$ cat src/rtl/uart_apb_ctrl_if.sv
// uart_apb_ctrl_if: APB bus bundle between a master and the UART control slave.
interface uart_apb_ctrl_if;
  logic        psel;
  logic        penable;
  logic        pwrite;
  logic [3:0]  paddr;
  logic [31:0] pwdata;
  logic [31:0] prdata;
  logic        pready;
  logic        pslverr;
  modport master (output psel, penable, pwrite, paddr, pwdata, input prdata, pready, pslverr);
  modport slave (input psel, penable, pwrite, paddr, pwdata, output prdata, pready, pslverr);
endinterface

$ cat src/rtl/uart_apb_ctrl.sv
// uart_apb_ctrl: APB register front-end for a UART (DATA/STATUS/BAUD/CTRL) with FIFO strobes and irq.
module uart_apb_ctrl #(
  parameter logic [10:0] BAUD_RESET = 11'd650,
  parameter bit          IRQ_REG    = 1'b1
) (
  input  logic                  clk,
  input  logic                  rst_n,
  uart_apb_ctrl_if.slave        apb,
  output logic                  tx_fifo_write_en_o,
  output logic [7:0]            tx_fifo_data_o,
  input  logic                  tx_fifo_full_i,
  output logic                  rx_fifo_read_en_o,
  input  logic [7:0]            rx_fifo_data_i,
  input  logic                  rx_fifo_empty_i,
  output logic [10:0]           baud_final_value_o,
  output logic                  uart_irq_o
);
  typedef enum logic [1:0] {IDLE, ACCESS, RDWAIT} state_e;
  state_e      state_q, state_d;
  logic [10:0] baud_q, baud_d;
  logic [1:0]  ctrl_q, ctrl_d;
  logic        tx_ovf_q, tx_ovf_d, rx_unf_q, rx_unf_d, irq_q, irq_d;
  logic [1:0]  sel;
  logic        acc, wr, rd, set_ovf, set_unf, baud_zero, unused;
  assign sel       = apb.paddr[3:2];
  assign acc       = state_q == ACCESS && apb.psel && apb.penable;
  assign wr        = acc && apb.pwrite;
  assign rd        = acc && !apb.pwrite;
  assign set_ovf   = wr && sel == 2'd0 && tx_fifo_full_i;
  assign set_unf   = rd && sel == 2'd0 && rx_fifo_empty_i;
  assign baud_zero = apb.pwdata[10:0] == 11'd0;
  assign unused    = ^{apb.paddr[1:0], apb.pwdata[31:11]};
  always_ff @(posedge clk or negedge rst_n) begin
    if (!rst_n) begin
      state_q  <= IDLE;
      baud_q   <= BAUD_RESET;
      ctrl_q   <= 2'd0;
      tx_ovf_q <= 1'b0;
      rx_unf_q <= 1'b0;
      irq_q    <= 1'b0;
    end else begin
      state_q  <= state_d;
      baud_q   <= baud_d;
      ctrl_q   <= ctrl_d;
      tx_ovf_q <= tx_ovf_d;
      rx_unf_q <= rx_unf_d;
      irq_q    <= irq_d;
    end
  end
  // A lone PENABLE in IDLE is ignored; RDWAIT always retires to IDLE even if PSEL drops.
  always_comb begin
    state_d  = state_q == IDLE ? (apb.psel && !apb.penable ? ACCESS : IDLE)
             : rx_fifo_read_en_o ? RDWAIT
             : state_q == ACCESS && apb.psel && !apb.penable ? ACCESS : IDLE;
    tx_ovf_d = set_ovf | (tx_ovf_q & !(wr && sel == 2'd1 && apb.pwdata[2]));
    rx_unf_d = set_unf | (rx_unf_q & !(wr && sel == 2'd1 && apb.pwdata[3]));
    baud_d   = wr && sel == 2'd2 && !baud_zero ? apb.pwdata[10:0] : baud_q;
    ctrl_d   = wr && sel == 2'd3 ? apb.pwdata[1:0] : ctrl_q;
    irq_d    = (ctrl_q[0] & !rx_fifo_empty_i) | (ctrl_q[1] & (tx_ovf_q | rx_unf_q));
  end
  always_comb begin
    tx_fifo_write_en_o = wr && sel == 2'd0 && !tx_fifo_full_i;
    tx_fifo_data_o     = tx_fifo_write_en_o ? apb.pwdata[7:0] : 8'd0;
    rx_fifo_read_en_o  = rd && sel == 2'd0 && !rx_fifo_empty_i;
    apb.pready         = (acc && !rx_fifo_read_en_o) || (state_q == RDWAIT && apb.psel);
    apb.pslverr        = set_ovf || set_unf || (wr && sel == 2'd2 && baud_zero);
    apb.prdata         = state_q == RDWAIT && apb.psel ? {24'd0, rx_fifo_data_i}
                       : !rd || sel == 2'd0 ? 32'd0
                       : sel == 2'd1 ? {28'd0, rx_unf_q, tx_ovf_q, rx_fifo_empty_i, tx_fifo_full_i}
                       : sel == 2'd2 ? {21'd0, baud_q} : {30'd0, ctrl_q};
    baud_final_value_o = baud_q;
    uart_irq_o         = IRQ_REG ? irq_q : irq_d;
  end
endmodule

$ cat src/flat_wrapper.sv
// flat-port wrapper written by rule: the top's interface ports become plain ports
module uart_apb_ctrl_flat 
#(
  parameter logic [10:0] BAUD_RESET = 11'd650,
  parameter bit          IRQ_REG    = 1'b1
)
  (clk, rst_n, tx_fifo_write_en_o, tx_fifo_data_o, tx_fifo_full_i, rx_fifo_read_en_o, rx_fifo_data_i, rx_fifo_empty_i, baud_final_value_o, uart_irq_o, apb_psel, apb_penable, apb_pwrite, apb_paddr, apb_pwdata, apb_prdata, apb_pready, apb_pslverr);
  uart_apb_ctrl_if apb_i ();
  input  logic clk;
  input  logic rst_n;
  output logic tx_fifo_write_en_o;
  output logic [7:0] tx_fifo_data_o;
  input  logic tx_fifo_full_i;
  output logic rx_fifo_read_en_o;
  input  logic [7:0] rx_fifo_data_i;
  input  logic rx_fifo_empty_i;
  output logic [10:0] baud_final_value_o;
  output logic uart_irq_o;
  input wire logic [$bits(apb_i.psel)-1:0] apb_psel;
  input wire logic [$bits(apb_i.penable)-1:0] apb_penable;
  input wire logic [$bits(apb_i.pwrite)-1:0] apb_pwrite;
  input wire logic [$bits(apb_i.paddr)-1:0] apb_paddr;
  input wire logic [$bits(apb_i.pwdata)-1:0] apb_pwdata;
  output wire logic [$bits(apb_i.prdata)-1:0] apb_prdata;
  output wire logic [$bits(apb_i.pready)-1:0] apb_pready;
  output wire logic [$bits(apb_i.pslverr)-1:0] apb_pslverr;
  assign apb_i.psel = apb_psel;
  assign apb_i.penable = apb_penable;
  assign apb_i.pwrite = apb_pwrite;
  assign apb_i.paddr = apb_paddr;
  assign apb_i.pwdata = apb_pwdata;
  assign apb_prdata = apb_i.prdata;
  assign apb_pready = apb_i.pready;
  assign apb_pslverr = apb_i.pslverr;
  uart_apb_ctrl #(.BAUD_RESET(BAUD_RESET), .IRQ_REG(IRQ_REG)) u_core (.clk(clk), .rst_n(rst_n), .apb(apb_i), .tx_fifo_write_en_o(tx_fifo_write_en_o), .tx_fifo_data_o(tx_fifo_data_o), .tx_fifo_full_i(tx_fifo_full_i), .rx_fifo_read_en_o(rx_fifo_read_en_o), .rx_fifo_data_i(rx_fifo_data_i), .rx_fifo_empty_i(rx_fifo_empty_i), .baud_final_value_o(baud_final_value_o), .uart_irq_o(uart_irq_o));
endmodule
$ cat config.mk
export PLATFORM = sky130hd
export DESIGN_NAME = uart_apb_ctrl_flat
export DESIGN_NICKNAME = d
export VERILOG_FILES = /design/src/rtl/uart_apb_ctrl_if.sv /design/src/rtl/uart_apb_ctrl.sv /design/src/flat_wrapper.sv
export SDC_FILE = /design/constraint.sdc
export NUM_CORES = 1
export LEC_CHECK = 0
export ABC_CLOCK_PERIOD_IN_PS = 3000
export CAP_MARGIN = 20
export CORE_UTILIZATION = 35
export CTS_CLUSTER_SIZE = 10
export DETAILED_ROUTE_END_ITERATION = 6
export GPL_TIMING_DRIVEN = 0
export MAX_ROUTING_LAYER = met4
export PLACE_DENSITY = 0.86
export SLEW_MARGIN = 20
export SYNTH_ARGS = -nofsm -noshare
export SYNTH_HDL_FRONTEND = slang
export SYNTH_SLANG_ARGS = --single-unit
$ cat constraint.sdc
create_clock -name clk -period 3 [get_ports clk]
set_input_delay 0.45 -clock clk [delete_from_list [all_inputs] [get_ports clk]]
set_output_delay 0.45 -clock clk [all_outputs]
set_load 0.02 [all_outputs]
==> impl_metrics.yaml <==
hold_path:
  hp-class: "register to register"
  min-delay-start: "u_core.state_q[1]$_DFF_PN0_"
  hold_end: "u_core.state_q[0]$_DFF_PN0_"
  min_path_cells: 1
clock_tree:
  cts_sinks: 18
  worstSkewPairLatency_ns: 0.30
  max-clock-path-buffers: 2
  clkSlewWorstSetupHoldPaths_ns: 0.10
  cts_tree: "yes"
  numCtsBuffers: 3
  cts_root_buf: "clkbuf_4"
  cts_hold_buf: 0
  htree_levels: 1
power:
  ir_drop_v: 0.000210
  powerDensity_mw_per_mm2: 319
  power_leakage_nw: 1.16
yosys:
  netlist_top_cells_count: "22 x buf_4, 14 x dfrtp_1, 12 x a22o_1"
  synth-seq-cells: 18
  synth_top_area_cell: "dfrtp_1"
  seq_area_frac_synth: 0.354
  syn_area_per_cell_um2: 10.4
  yosys_warnings: 0
  synth_edf_count: 0
  synthArstFlopShare: 1.00
  synthTopCellsByArea: "dfrtp_1 27%, buf_4 13%, mux2_4 12%"
  syn_inst: 123
  synth_top_area_frac: 0.273
  yosysMostFrequentCell: "buf_4"
  synthFlopType: "dfrtp_1"
  synth.distinct_cells: 33
  synth_area_mm2: 0.00128
drt:
  ant_nets: 0
  drc_errors: 0
  drtIter0Drc: 18
  wl_per_cell_um: 13.2
  vias_per_cell: 4.55
  firstDrtPassIters: 4
  via_count: 1166
  drt_wl_total_um: 3380
global_routing:
  global_route.usage.total: 0.175
  first_global_vias: 1090
  antenna_found_initial: 0
  grt_pass1_wl_um: 5260
  grt-ovfl-total: 0
  grt_max_degree: 19
worst_setup_path:
  crit-reg2reg-launch: "u_core.state_q[1]$_DFF_PN0_"
  crit_type: "input pin to primary output"
  reg2reg_depth: 5
  cp-start-kind: "input pin"
  r2r_end: "u_core.baud_final_value_o[4]$_DFFE_PN0P_"
  reg2reg_setup_slack_ns: 1.44
  cp_data_arrival_time_ns: 2.50
  critPathRequiredTime_ns: 2.55
  end_kind: "primary output"
  worstPathMaxFanout: 3
cells_and_area:
  layout.nets: 262
  antenna-diode-count: 0
  postLayoutCellArea_mm2: 0.00212
  stdcell_count: 256
  drive_above_1_share: 0.267
  area_growth_pct: 65.3
floorplanning:
  pin_count: 107
  rows: 21
  die_h_um: 62.6
  dieArea_mm2: 0.00392
  start_util: 0.376
  die_w_um: 62.6
  core-area_mm2: 0.00342
place:
  hpwl_um: 2550
  io_buffers: 61
  placed_cells: 250
  gp_congestion: 0.885
  placed_area_mm2: 0.00203
sta:
  slew_headroom: 0.473
  hold_violations: 0
  skew_ns: 0.00531
  layout_min_cycle_time_ns: 2.95
  fmax_mhz: 339
  setup_viol: 0
  tightest_slew_ns: 0.788
  fin_crit_sh: 0.983
  slew_viol_final: 0
status:
  status: "completed"
run:
  cap_violations: 0
-- per-layer routing --
metal,GRT usage,routed length (µm),vias up
met5,-,0,-
li1,-,-,580
met3,0.0474,197,0
met4,0.0174,0,0
met1,0.223,1450,542
met2,0.288,1730,44
-- layout make-up --
| cell class | instances | area (µm²) |
|---|---|---|
| plain buffers | 25 | 189 |
| multi-input cells | 97 | 724 |
| inverters | 3 | 11.3 |
| clock buffers | 4 | 36.3 |
| flip-flops and latches | 18 | 455 |
| fillers | 291 | 1290 |
| well taps | 46 | 57.6 |
| repair buffers | 63 | 651 |
-- how the worst max path moves through the flow --
stage | slack (ns) | startpoint | to | depth (start not counted)
floorplan | 1.07 | apb_penable | tx_fifo_data_o[0] | 4
global placement | -0.02 | apb_penable | apb_prdata[4] | 7
detailed placement | -0.02 | apb_penable | apb_prdata[7] | 7
CTS | 0.004 | apb_psel | tx_fifo_data_o[4] | 6
global route | -0.05 | apb_pwdata[6] | apb_pslverr | 6
finish | 0.05 | apb_pwdata[6] | apb_pslverr | 6
-- logic make-up after synthesis --
logic type	after synthesis	synth area share
simple gates	41	0.213
buf+inv	28	0.154
compound gates	21	0.124
flops	18	0.354
mux	14	0.152
other cells	1	0.00292
-- repair_timing --
item / in CTS / in global routing
endpoints found under the setup margin: 4 / 13
resized for setup: 1 / 13
setup buffers: 0 / 2
pin swaps: 0 / 0
-- placed cells by master (no fill, tap or decap), drive strengths merged, types with 2 or more instances in the layout --
cell,netlist,routed
dlymetal6s2s,0,10
nor4,4,4
dfstp,4,4
a22o,12,12
inv,3,3
clkdlybuf4s50,0,51
dfrtp,14,14
and2,11,11
clkbuf,0,5
nand2,6,6
mux2,14,14
buf,25,26
nor3b,2,2
and3,3,3
o21ai,4,4
conb,1,21
nand3,5,5
nor2b,2,2
nor2,4,4
-- critical path, cell delays in order --
cell and delay (ns):
clkdlybuf4s50_1 0.46, nor4_1 0.45, nand4_1 0.15, a211o_1 0.32, nand2_1 0.07, clkdlybuf4s50_1 0.60
-- flip-flops by register name, summed over array words and instances (netlist names) --
signal,flops
u_core.ctrl_q,2
u_core.tx_ovf_q,1
u_core.state_q,2
u_core.rx_unf_q,1
u_core.baud_final_value_o,11
u_core.uart_irq_o,1
-- stage by stage --
step	setup WS, ns	power, mW	hold slack [ns]	setup TNS [ns]	util
5_1_grt	-0.0461	0.714	0.480	-0.0461	0.622
2_1_floorplan	1.07	0.425	0.154	0	-
3_3_place_gp	-0.0179	0.525	0.431	-0.0504	0.594
4_1_cts	0.00432	0.679	0.467	0	0.605
3_5_place_dp	-0.0205	0.529	0.453	-0.0709	0.594
6_report	0.0500	0.677	0.470	0	0.622
-- report_power, final --
group | internal, mW | switching (mW) | leakage (nW)
clock | 0.0740 | 0.0746 | 0.0210
combinational | 0.126 | 0.106 | 0.913
sequential | 0.275 | 0.0212 | 0.229
total | 0.475 | 0.202 | 1.16
Power figures use the tool's default switching activity.
